### config.mk
export PLATFORM = sky130hd
export DESIGN_NAME = dtc_seq_eval
export DESIGN_NICKNAME = d
export VERILOG_FILES = /design/src/rtl/dtc_pkg.sv /design/src/rtl/dtc_node_table.sv /design/src/rtl/dtc_seq_eval.sv
export SDC_FILE = /design/constraint.sdc
export NUM_CORES = 2
export LEC_CHECK = 0
export CORE_MARGIN = 2
export CORE_UTILIZATION = 55
export CTS_CLUSTER_DIAMETER = 40
export DETAILED_ROUTE_END_ITERATION = 10
export GPL_TIMING_DRIVEN = 0
export PLACE_DENSITY_LB_ADDON = 0.25
export SYNTH_ARGS = -nofsm -noshare
export SYNTH_HDL_FRONTEND = slang
export SYNTH_SLANG_ARGS = --single-unit
### constraint.sdc
create_clock -name clk -period 11.2 [get_ports clk]
set_input_delay 3.36 -clock clk [delete_from_list [all_inputs] [get_ports clk]]
set_output_delay 3.36 -clock clk [all_outputs]
set_load 0.005 [all_outputs]
### src/rtl/dtc_pkg.sv
// Shared definitions for the sequential decision-tree evaluator.
// Holds the node record layout, width helpers and the controller state type.
// Node packing (MSB..LSB): {leaf, feat_idx, thresh, left, right, cls}.
package dtc_pkg;

  localparam int unsigned DEF_N_FEAT    = 10;
  localparam int unsigned DEF_FEAT_W    = 1;
  localparam int unsigned DEF_CLASS_W   = 3;
  localparam int unsigned DEF_MAX_NODES = 64;

  // $clog2 that never returns 0, so single-entry fields stay 1 bit wide.
  function automatic int unsigned clog2_min1(input int unsigned v);
    return (v <= 1) ? 1 : $clog2(v);
  endfunction

  function automatic int unsigned node_w(input int unsigned n_feat,
                                         input int unsigned feat_w,
                                         input int unsigned class_w,
                                         input int unsigned max_nodes);
    return 1 + clog2_min1(n_feat) + feat_w + 2 * clog2_min1(max_nodes) + class_w;
  endfunction

  localparam int unsigned DEF_FIDX_W = clog2_min1(DEF_N_FEAT);
  localparam int unsigned DEF_ADDR_W = clog2_min1(DEF_MAX_NODES);
  localparam int unsigned NODE_W     = node_w(DEF_N_FEAT, DEF_FEAT_W, DEF_CLASS_W, DEF_MAX_NODES);

  typedef struct packed {
    logic                   leaf;
    logic [DEF_FIDX_W-1:0]  feat_idx;
    logic [DEF_FEAT_W-1:0]  thresh;
    logic [DEF_ADDR_W-1:0]  left;
    logic [DEF_ADDR_W-1:0]  right;
    logic [DEF_CLASS_W-1:0] cls;
  } node_t;

  typedef enum logic [1:0] {
    S_IDLE = 2'd0,
    S_WALK = 2'd1,
    S_DONE = 2'd2
  } state_t;

endpackage

### src/rtl/dtc_node_table.sv
// Node table for the decision-tree evaluator.
// One synchronous write port, one asynchronous read port.
// Reset turns every entry into a leaf with class 0 (leaf flag is the MSB).
// Ports:
//   clk, rst        - clock, synchronous active-high reset
//   we/waddr/wdata  - write strobe, entry index, packed node
//   raddr/rdata     - combinational read of one entry
module dtc_node_table
  import dtc_pkg::*;
#(
  parameter int unsigned ADDR_W = DEF_ADDR_W,
  parameter int unsigned NW     = NODE_W,
  parameter int unsigned DEPTH  = DEF_MAX_NODES
) (
  input  logic              clk,
  input  logic              rst,
  input  logic              we,
  input  logic [ADDR_W-1:0] waddr,
  input  logic [NW-1:0]     wdata,
  input  logic [ADDR_W-1:0] raddr,
  output logic [NW-1:0]     rdata
);

  localparam logic [NW-1:0] RST_NODE = {1'b1, {(NW-1){1'b0}}};

  logic [NW-1:0] r_mem [DEPTH];

  always_ff @(posedge clk) begin
    if (rst) begin
      for (int unsigned i = 0; i < DEPTH; i++) begin
        r_mem[i] <= RST_NODE;
      end
    end else if (we) begin
      r_mem[waddr] <= wdata;
    end
  end

  assign rdata = r_mem[raddr];

endmodule

### src/rtl/dtc_seq_eval.sv
// Sequential decision-tree evaluator: walks a configurable node table one
// node per cycle for each accepted feature vector and returns a class label.
// Ports:
//   clk, rst                       - clock, synchronous active-high reset
//   cfg_we/cfg_addr/cfg_data       - node-table write (accepted only when cfg_ready)
//   cfg_ready                      - table writable (idle)
//   in_valid/in_ready/in_data      - sample handshake and feature vector
//   out_valid/out_ready            - result handshake
//   out_class/out_err              - predicted class, depth/feature-index error
//   perf_samples/perf_cycles       - only with DTC_PERF_EN: completed results and
//                                    cycles spent walking
// Optional feature macro: DTC_PERF_EN
module dtc_seq_eval
  import dtc_pkg::*;
#(
  parameter int unsigned N_FEAT    = 10,
  parameter int unsigned FEAT_W    = 1,
  parameter int unsigned CLASS_W   = 3,
  parameter int unsigned MAX_NODES = 64,
  parameter int unsigned MAX_DEPTH = 8,
  localparam int unsigned ADDR_W   = clog2_min1(MAX_NODES),
  localparam int unsigned NW       = node_w(N_FEAT, FEAT_W, CLASS_W, MAX_NODES)
) (
  input  logic                     clk,
  input  logic                     rst,
  input  logic                     cfg_we,
  input  logic [ADDR_W-1:0]        cfg_addr,
  input  logic [NW-1:0]            cfg_data,
  output logic                     cfg_ready,
  input  logic                     in_valid,
  output logic                     in_ready,
  input  logic [N_FEAT*FEAT_W-1:0] in_data,
  output logic                     out_valid,
  input  logic                     out_ready,
  output logic [CLASS_W-1:0]       out_class,
  output logic                     out_err
`ifdef DTC_PERF_EN
  ,
  output logic [31:0]              perf_samples,
  output logic [31:0]              perf_cycles
`endif
);

  localparam int unsigned FIDX_W  = clog2_min1(N_FEAT);
  localparam int unsigned DEPTH_W = clog2_min1(MAX_DEPTH);

  // Field offsets inside a packed node, LSB first.
  localparam int unsigned O_CLS   = 0;
  localparam int unsigned O_RIGHT = O_CLS + CLASS_W;
  localparam int unsigned O_LEFT  = O_RIGHT + ADDR_W;
  localparam int unsigned O_THR   = O_LEFT + ADDR_W;
  localparam int unsigned O_FIDX  = O_THR + FEAT_W;
  localparam int unsigned O_LEAF  = O_FIDX + FIDX_W;

  state_t                    r_state;
  logic                      r_in_ready;
  logic                      r_out_valid;
  logic [CLASS_W-1:0]        r_class;
  logic                      r_err;
  logic [ADDR_W-1:0]         r_ptr;
  logic [DEPTH_W-1:0]        r_depth;
  logic [N_FEAT*FEAT_W-1:0]  r_sample;

  logic [NW-1:0]             w_node;
  logic                      w_leaf;
  logic [FIDX_W-1:0]         w_fidx;
  logic [FEAT_W-1:0]         w_thr;
  logic [ADDR_W-1:0]         w_left;
  logic [ADDR_W-1:0]         w_right;
  logic [CLASS_W-1:0]        w_cls;
  logic [FEAT_W-1:0]         w_fval;
  logic                      w_fidx_ok;
  logic                      w_tab_we;

  // Table is writable only while idle; the write lands on the same edge that
  // accepts a sample, so the first node visit already sees it.
  assign w_tab_we = cfg_we & r_in_ready;

  dtc_node_table #(
    .ADDR_W (ADDR_W),
    .NW     (NW),
    .DEPTH  (MAX_NODES)
  ) u_table (
    .clk   (clk),
    .rst   (rst),
    .we    (w_tab_we),
    .waddr (cfg_addr),
    .wdata (cfg_data),
    .raddr (r_ptr),
    .rdata (w_node)
  );

  assign w_leaf  = w_node[O_LEAF];
  assign w_fidx  = w_node[O_FIDX +: FIDX_W];
  assign w_thr   = w_node[O_THR +: FEAT_W];
  assign w_left  = w_node[O_LEFT +: ADDR_W];
  assign w_right = w_node[O_RIGHT +: ADDR_W];
  assign w_cls   = w_node[O_CLS +: CLASS_W];

  // Feature mux with explicit range check so an out-of-range index never
  // produces an out-of-bounds part-select.
  always_comb begin
    w_fval    = '0;
    w_fidx_ok = 1'b0;
    for (int unsigned i = 0; i < N_FEAT; i++) begin
      if (w_fidx == FIDX_W'(i)) begin
        w_fval    = r_sample[i*FEAT_W +: FEAT_W];
        w_fidx_ok = 1'b1;
      end
    end
  end

  always_ff @(posedge clk) begin
    if (rst) begin
      r_state     <= S_IDLE;
      r_in_ready  <= 1'b1;
      r_out_valid <= 1'b0;
      r_class     <= '0;
      r_err       <= 1'b0;
      r_ptr       <= '0;
      r_depth     <= '0;
      r_sample    <= '0;
    end else begin
      case (r_state)
        S_IDLE: begin
          if (in_valid) begin
            r_sample   <= in_data;
            r_ptr      <= '0;
            r_depth    <= '0;
            r_in_ready <= 1'b0;
            r_state    <= S_WALK;
          end
        end
        S_WALK: begin
          if (w_leaf) begin
            r_class     <= w_cls;
            r_err       <= 1'b0;
            r_out_valid <= 1'b1;
            r_state     <= S_DONE;
          end else if (!w_fidx_ok || (r_depth == DEPTH_W'(MAX_DEPTH - 1))) begin
            // Last permitted visit was not a leaf, or the feature index is bad.
            r_class     <= '0;
            r_err       <= 1'b1;
            r_out_valid <= 1'b1;
            r_state     <= S_DONE;
          end else begin
            r_ptr   <= (w_fval > w_thr) ? w_right : w_left;
            r_depth <= r_depth + DEPTH_W'(1);
          end
        end
        S_DONE: begin
          if (out_ready) begin
            r_out_valid <= 1'b0;
            r_in_ready  <= 1'b1;
            r_state     <= S_IDLE;
          end
        end
        default: begin
          r_state     <= S_IDLE;
          r_in_ready  <= 1'b1;
          r_out_valid <= 1'b0;
        end
      endcase
    end
  end

  assign in_ready  = r_in_ready;
  assign cfg_ready = r_in_ready;
  assign out_valid = r_out_valid;
  assign out_class = r_class;
  assign out_err   = r_err;

`ifdef DTC_PERF_EN
  logic [31:0] r_perf_samples;
  logic [31:0] r_perf_cycles;

  always_ff @(posedge clk) begin
    if (rst) begin
      r_perf_samples <= '0;
      r_perf_cycles  <= '0;
    end else begin
      if ((r_state == S_DONE) && out_ready) begin
        r_perf_samples <= r_perf_samples + 32'd1;
      end
      if (r_state == S_WALK) begin
        r_perf_cycles <= r_perf_cycles + 32'd1;
      end
    end
  end

  assign perf_samples = r_perf_samples;
  assign perf_cycles  = r_perf_cycles;
`endif

endmodule
## After elaboration in Yosys (flattened, before gate mapping)

Memory sizes are Yosys's and may differ from the RTL's. A register that Yosys moved wholly into a read port is not among the register bits.
Index checks and enable logic that the tools add are counted.

- Add/subtract/negate cells: 1
- Magnitude comparators: 1
- Equality and inequality tests: 17
- Multiplexer cells: 54
- Bitwise gates (word level): 3
- Reductions and logical operators: 13

Operators with widths:

| cell | number |
|---|---|
| $mux W6 | 7 |
| $mux W1 | 32 |
| $mux W21 | 1 |
| $reduce_or A21 Y1 | 1 |
| $eq A4 B3 Y1 const B | 4 |
| $mux W3 | 5 |
| $pmux W6 S2 | 1 |
| $reduce_and A3 Y1 | 3 |
| $eq A4 B2 Y1 const B | 2 |
| $eq A4 B4 Y1 const B | 2 |
| $mux W2 | 4 |
| $ne A2 B2 Y1 const B | 4 |
| $pmux W1 S3 | 2 |
| $pmux W2 S3 | 1 |
| $pmux W3 S2 | 1 |
| $eq A4 B1 Y1 const B | 1 |
| $logic_not A4 Y1 | 1 |
| $reduce_and A2 Y1 | 2 |
| $reduce_and A4 Y1 | 1 |
| $reduce_bool A2 Y1 | 2 |
| $add A3 B1 Y3 const B | 1 |
| $eq A3 B3 Y1 const B | 1 |
| $ne A3 B2 Y1 const B | 1 |
| $eq A2 B1 Y1 const B | 1 |
| other kinds (7) | 8 |

- Register bits after elaboration: 27
- Memory bits (writable): 1,344
- Output and inout bits: 7
- Logic and storage cells: 98
- Memories: 1

Memory list:

| memory | depth | width | read ports | clocked after Yosys merged registers in | wr ports | RTL line | RTL |
|---|---|---|---|---|---|---|---|
| u_table.r_mem | 64 | 21 | 1 | 1 | 64 | dtc_node_table.sv:26 | `logic [NW-1:0] r_mem [DEPTH];` |

## Longest topological paths before layout

- Depth after elaboration: 18
- Mapped depth: 14
- Depth with buffers taken out: 10

## Hierarchy

A second synthesis with hierarchy kept.

- Cells, all modules: 4,218
- Area, all modules: 63,148.1 sq um

By module, submodules not included:

| module | instances | cells each | area each (sq um) | sequential area each (sq um) |
|---|---|---|---|---|
| dtc_node_table | 1 | 4,075 | 61,865.6 | 40,358.7 |
| dtc_seq_eval | 1 | 143 | 1,282.5 | 540.5 |

## Least setup slack after synthesis

No wires, ideal clock.

- Path kind: input -> register
- Start point: in cfg_we
- End point: mem u_table.r_mem[31][0] (netlist name) (enable)
- Library setup time: 0.349 ns
- Data arrival time: 4.671 ns
- Required time: 10.851 ns
- Path slack: 6.180 ns
- Cell stages on the path: 6
- Path buffers: 1
- Cells stage by stage: nand2_1 > nor3b_1 > nand3_1 > clkbuf_1 > nor2_1 > or2_2

RTL lines:

| item | RTL line | RTL |
|---|---|---|
| start: declaration | dtc_seq_eval.sv:26 | `input logic cfg_we,` |
| end: declaration | dtc_node_table.sv:26 |  |

==> results.yml <==
floorplan:
  die_y_um: 342
  num_io_pins: 49
  die_area_sq_um: 117000
  rows: 123
  start_util_pct: 55.7
  die_w_um: 342
  core_sq_um: 113000
cells_and_area:
  nets: 4183
  layout-drive-gt1-share_pct: 18.6
  num-fill-cells: 8124
  syn_to_final_growth_pct: 12.0
  layout.area.seq_sq_um: 41000
  fin_util_pct: 62.4
  fin_cells: 5779
  multiInputGateArea_sq_um: 20100
worst_setup_path:
  crit_required_ps: 11600
  cp_data_arrival_time_ps: 6840
  cp-end-kind: "register"
  worstPathCellList: "clkdlybuf4s50_1 -> nor3b_1 -> nand3_1 -> clkbuf_1 -> nor2_1 -> or2_2"
  worstSetupStartpoint: "rst"
  slowest_stage: "clkdlybuf4s50_1"
  rr_worst_depth: 12
  start_kind: "input pin"
  reg2reg_setup_slack_ps: 5210
  slowest_delay_ps: 760
  critical_path.max_fanout: 21
  endpoint: "u_table.r_mem[31][6]"
  path_class: "in -> reg"
grt:
  track_usage_pct: 33.0
  grt_pass1_vias: 36271
  antenna_found_initial: 10
  grt-ovfl-total: 0
  grt_max_degree: 22
  grt_pass1_wl_um: 266000
routing:
  drc: 0
  ant_nets: 0
  route.met3.wl_um: 21500
  wl_met2_um: 87500
  vias: 36578
  wl_met1_um: 69800
  wl_per_cell_um: 32.9
  postRouteWirelength_um: 190000
  top_layer: "met5"
  vias_per_cell: 6.33
  dr.first_iter.drc_count: 5015
  drt-pass1-iter-count: 6
place:
  gp_congestion: 0.946
  place_ws_ps: 4380
  placedCellCount: 5474
  dp_hpwl_um: 130000
  port_buffers: 27
sta:
  skew_ps: 30.8
  setup_tns_ps: 0
  hold_violations: 0
  tightest_slew_ps: 1370
  finalMaxSlewViolations: 0
  fmax_mhz: 155
  rsz0062_at_grt: "false"
  timing.final.ws_setup_ps: 4760
  min_period_ps: 6440
  fin_crit_sh_pct: 57.5
  setup_viol: 0
  slew_headroom_pct: 8.34
clocking:
  h-tree-depth: 4
  cts_tree: "built"
  holdBufCountCts: 0
  cts_buffers: 163
  cts_buffer_depth: 3
  clock_latency_ps: 780
  ctsResizeCount: 0
  clock-sinks: 1377
  post-cts-setup-buffers: 0
  cts_root_buf: "clkbuf_16"
  path_clk_slew_ps: 60
yosys:
  yosysSeqAreaShare_pct: 65.3
  synth-seq-cells: 1377
  synthCells: 3947
  yosysWarnings: 0
  syn_avg_cell_area_sq_um: 15.9
  synth_area_sq_um: 62800
  synth_top_flop_cell: "edfxtp_1"
  synth-edff-count: 1344
  synth_nets: 3991
  ys_async_sr_fraction_pct: 0
  yosysUniqueCellTypes: 53
status:
  status: "completed"
worst_hold_path:
  hp-class: "reg -> reg"
power_and_ir_drop:
  sequentialPowerShare_pct: 50.4
  p_leak_nw: 24.5
  power_density_nw_per_um2: 165
  pwr-share-comb_pct: 3.9
  ir_worst_vdd_mv: 0.153
  pwr-share-clk_pct: 45.7
  p_sw_mw: 2.60
  p_int_mw: 9.01
  p_sw_share_pct: 22.4
job:
  maxCapViolations: 0
==> critical path, delay by kind of cell <==
family | cells | cell delay, ps
simple gates | 4 | 2200
buf+inv | 2 | 1240
==> power by group through the flow <==
stage	Sequential, mW	Clock [mW]	Combinational, mW
2_1_floorplan	5.93	0	0.243
3_3_place_gp	5.94	0	0.441
3_5_place_dp	5.95	0	0.447
4_1_cts	5.85	5.29	0.449
5_1_grt	5.86	5.50	0.470
6_report	5.85	5.31	0.453
==> layout by cell type, fill, tap and decap left out, types with 8 or more instances in the layout <==
master              n
edfxtp_1         1344
and2_1           1284
mux4_2            400
clkbuf_1          336
clkbuf_16         167
nor2_1             90
or3_1              67
or2_2              65
buf_1              45
buf_2              38
nand2_1            37
mux2i_1            33
dfxtp_1            33
clkdlybuf4s50_1    27
a21oi_1            26
clkinv_1           23
a22oi_1            20
clkinvlp_4         18
clkinv_2           17
inv_6              17
nand3_1            15
nor2b_1            14
clkinv_4           14
bufinv_16          14
a211o_1            13
a311oi_1            9
buf_4               8
a211oi_1            8
mux2_2              8
==> flip-flops by register name (all words and copies together), names as in the netlist, named ones only <==
| register | flops |
|---|---|
| r_ptr | 6 |
| cfg_ready | 1 |
| out_valid | 1 |
| u_table.r_mem | 1344 |
| r_depth | 3 |
| out_err | 1 |
| out_class | 3 |
| r_state | 2 |
| r_sample | 10 |
==> routing by layer <==
layer  up-vias  track usage, %
li1      14998               -
met4         6            16.9
met3       509            8.46
met2      2473            50.4
met1     18592            44.1
met5         -               0
==> per-stage QoR <==
step,power [mW],hold WS [ps],cell area (sq um)
floorplan,6.17,436,62800
global placement,6.39,444,65000
detailed placement,6.40,451,65000
CTS,11.6,455,70300
global route,11.8,462,70300
finish,11.6,460,70300
==> worst min-delay path by stage <==
stage,cells past startpoint,slack [ps],start,to
final,1,460,r_ptr[0],register
after global routing,1,460,r_ptr[0],register
after CTS,1,450,r_ptr[5],register
after detailed placement,1,450,r_ptr[3],r_ptr[3]
after global placement,1,440,r_ptr[2],r_ptr[2]
after floorplan,2,440,r_depth[1],r_depth[1]
==> cells by family (layout without fill, tap and decap cells) <==
kind of cell | count (synthesis) | count (layout) | synth area share (%)
buf+inv | 418 | 746 | 2.72
simple gates | 1602 | 1602 | 15.5
other cells | 0 | 4 | 0
compound gates | 101 | 101 | 1.19
mux | 447 | 447 | 15.3
flops | 1377 | 1377 | 65.3
fa+ha+maj | 2 | 2 | 0.0398
==> final cells by class <==
class / count / area share (%)
clock inverter: 107 / 1.53
sequential: 1377 / 58.3
tap: 1500 / 2.67
inverter: 6 / 0.0320
antenna: 4 / 0.0142
buffer: 412 / 2.41
clock buffer: 194 / 6.10
multi-input combinational: 2152 / 28.5
timing repair buffer: 27 / 0.384
==> cell usage after synthesis, types with 8 or more instances <==
master,instances,share of area (%)
edfxtp_1,1344,64
and2_1,1284,13
mux4_2,400,14
clkbuf_1,311,1.9
nor2_1,90,0.54
or3_1,67,0.67
or2_2,65,0.65
buf_1,49,0.29
nand2_1,37,0.22
buf_2,36,0.29
dfxtp_1,33,1.1
mux2i_1,33,0.53
a21oi_1,26,0.21
a22oi_1,20,0.24
nand3_1,15,0.12
nor2b_1,14,0.14
a211o_1,13,0.18
a311oi_1,9,0.13
a211oi_1,8,0.096
buf_4,8,0.096
mux2_2,8,0.14
(Power assumes the default switching activity.)
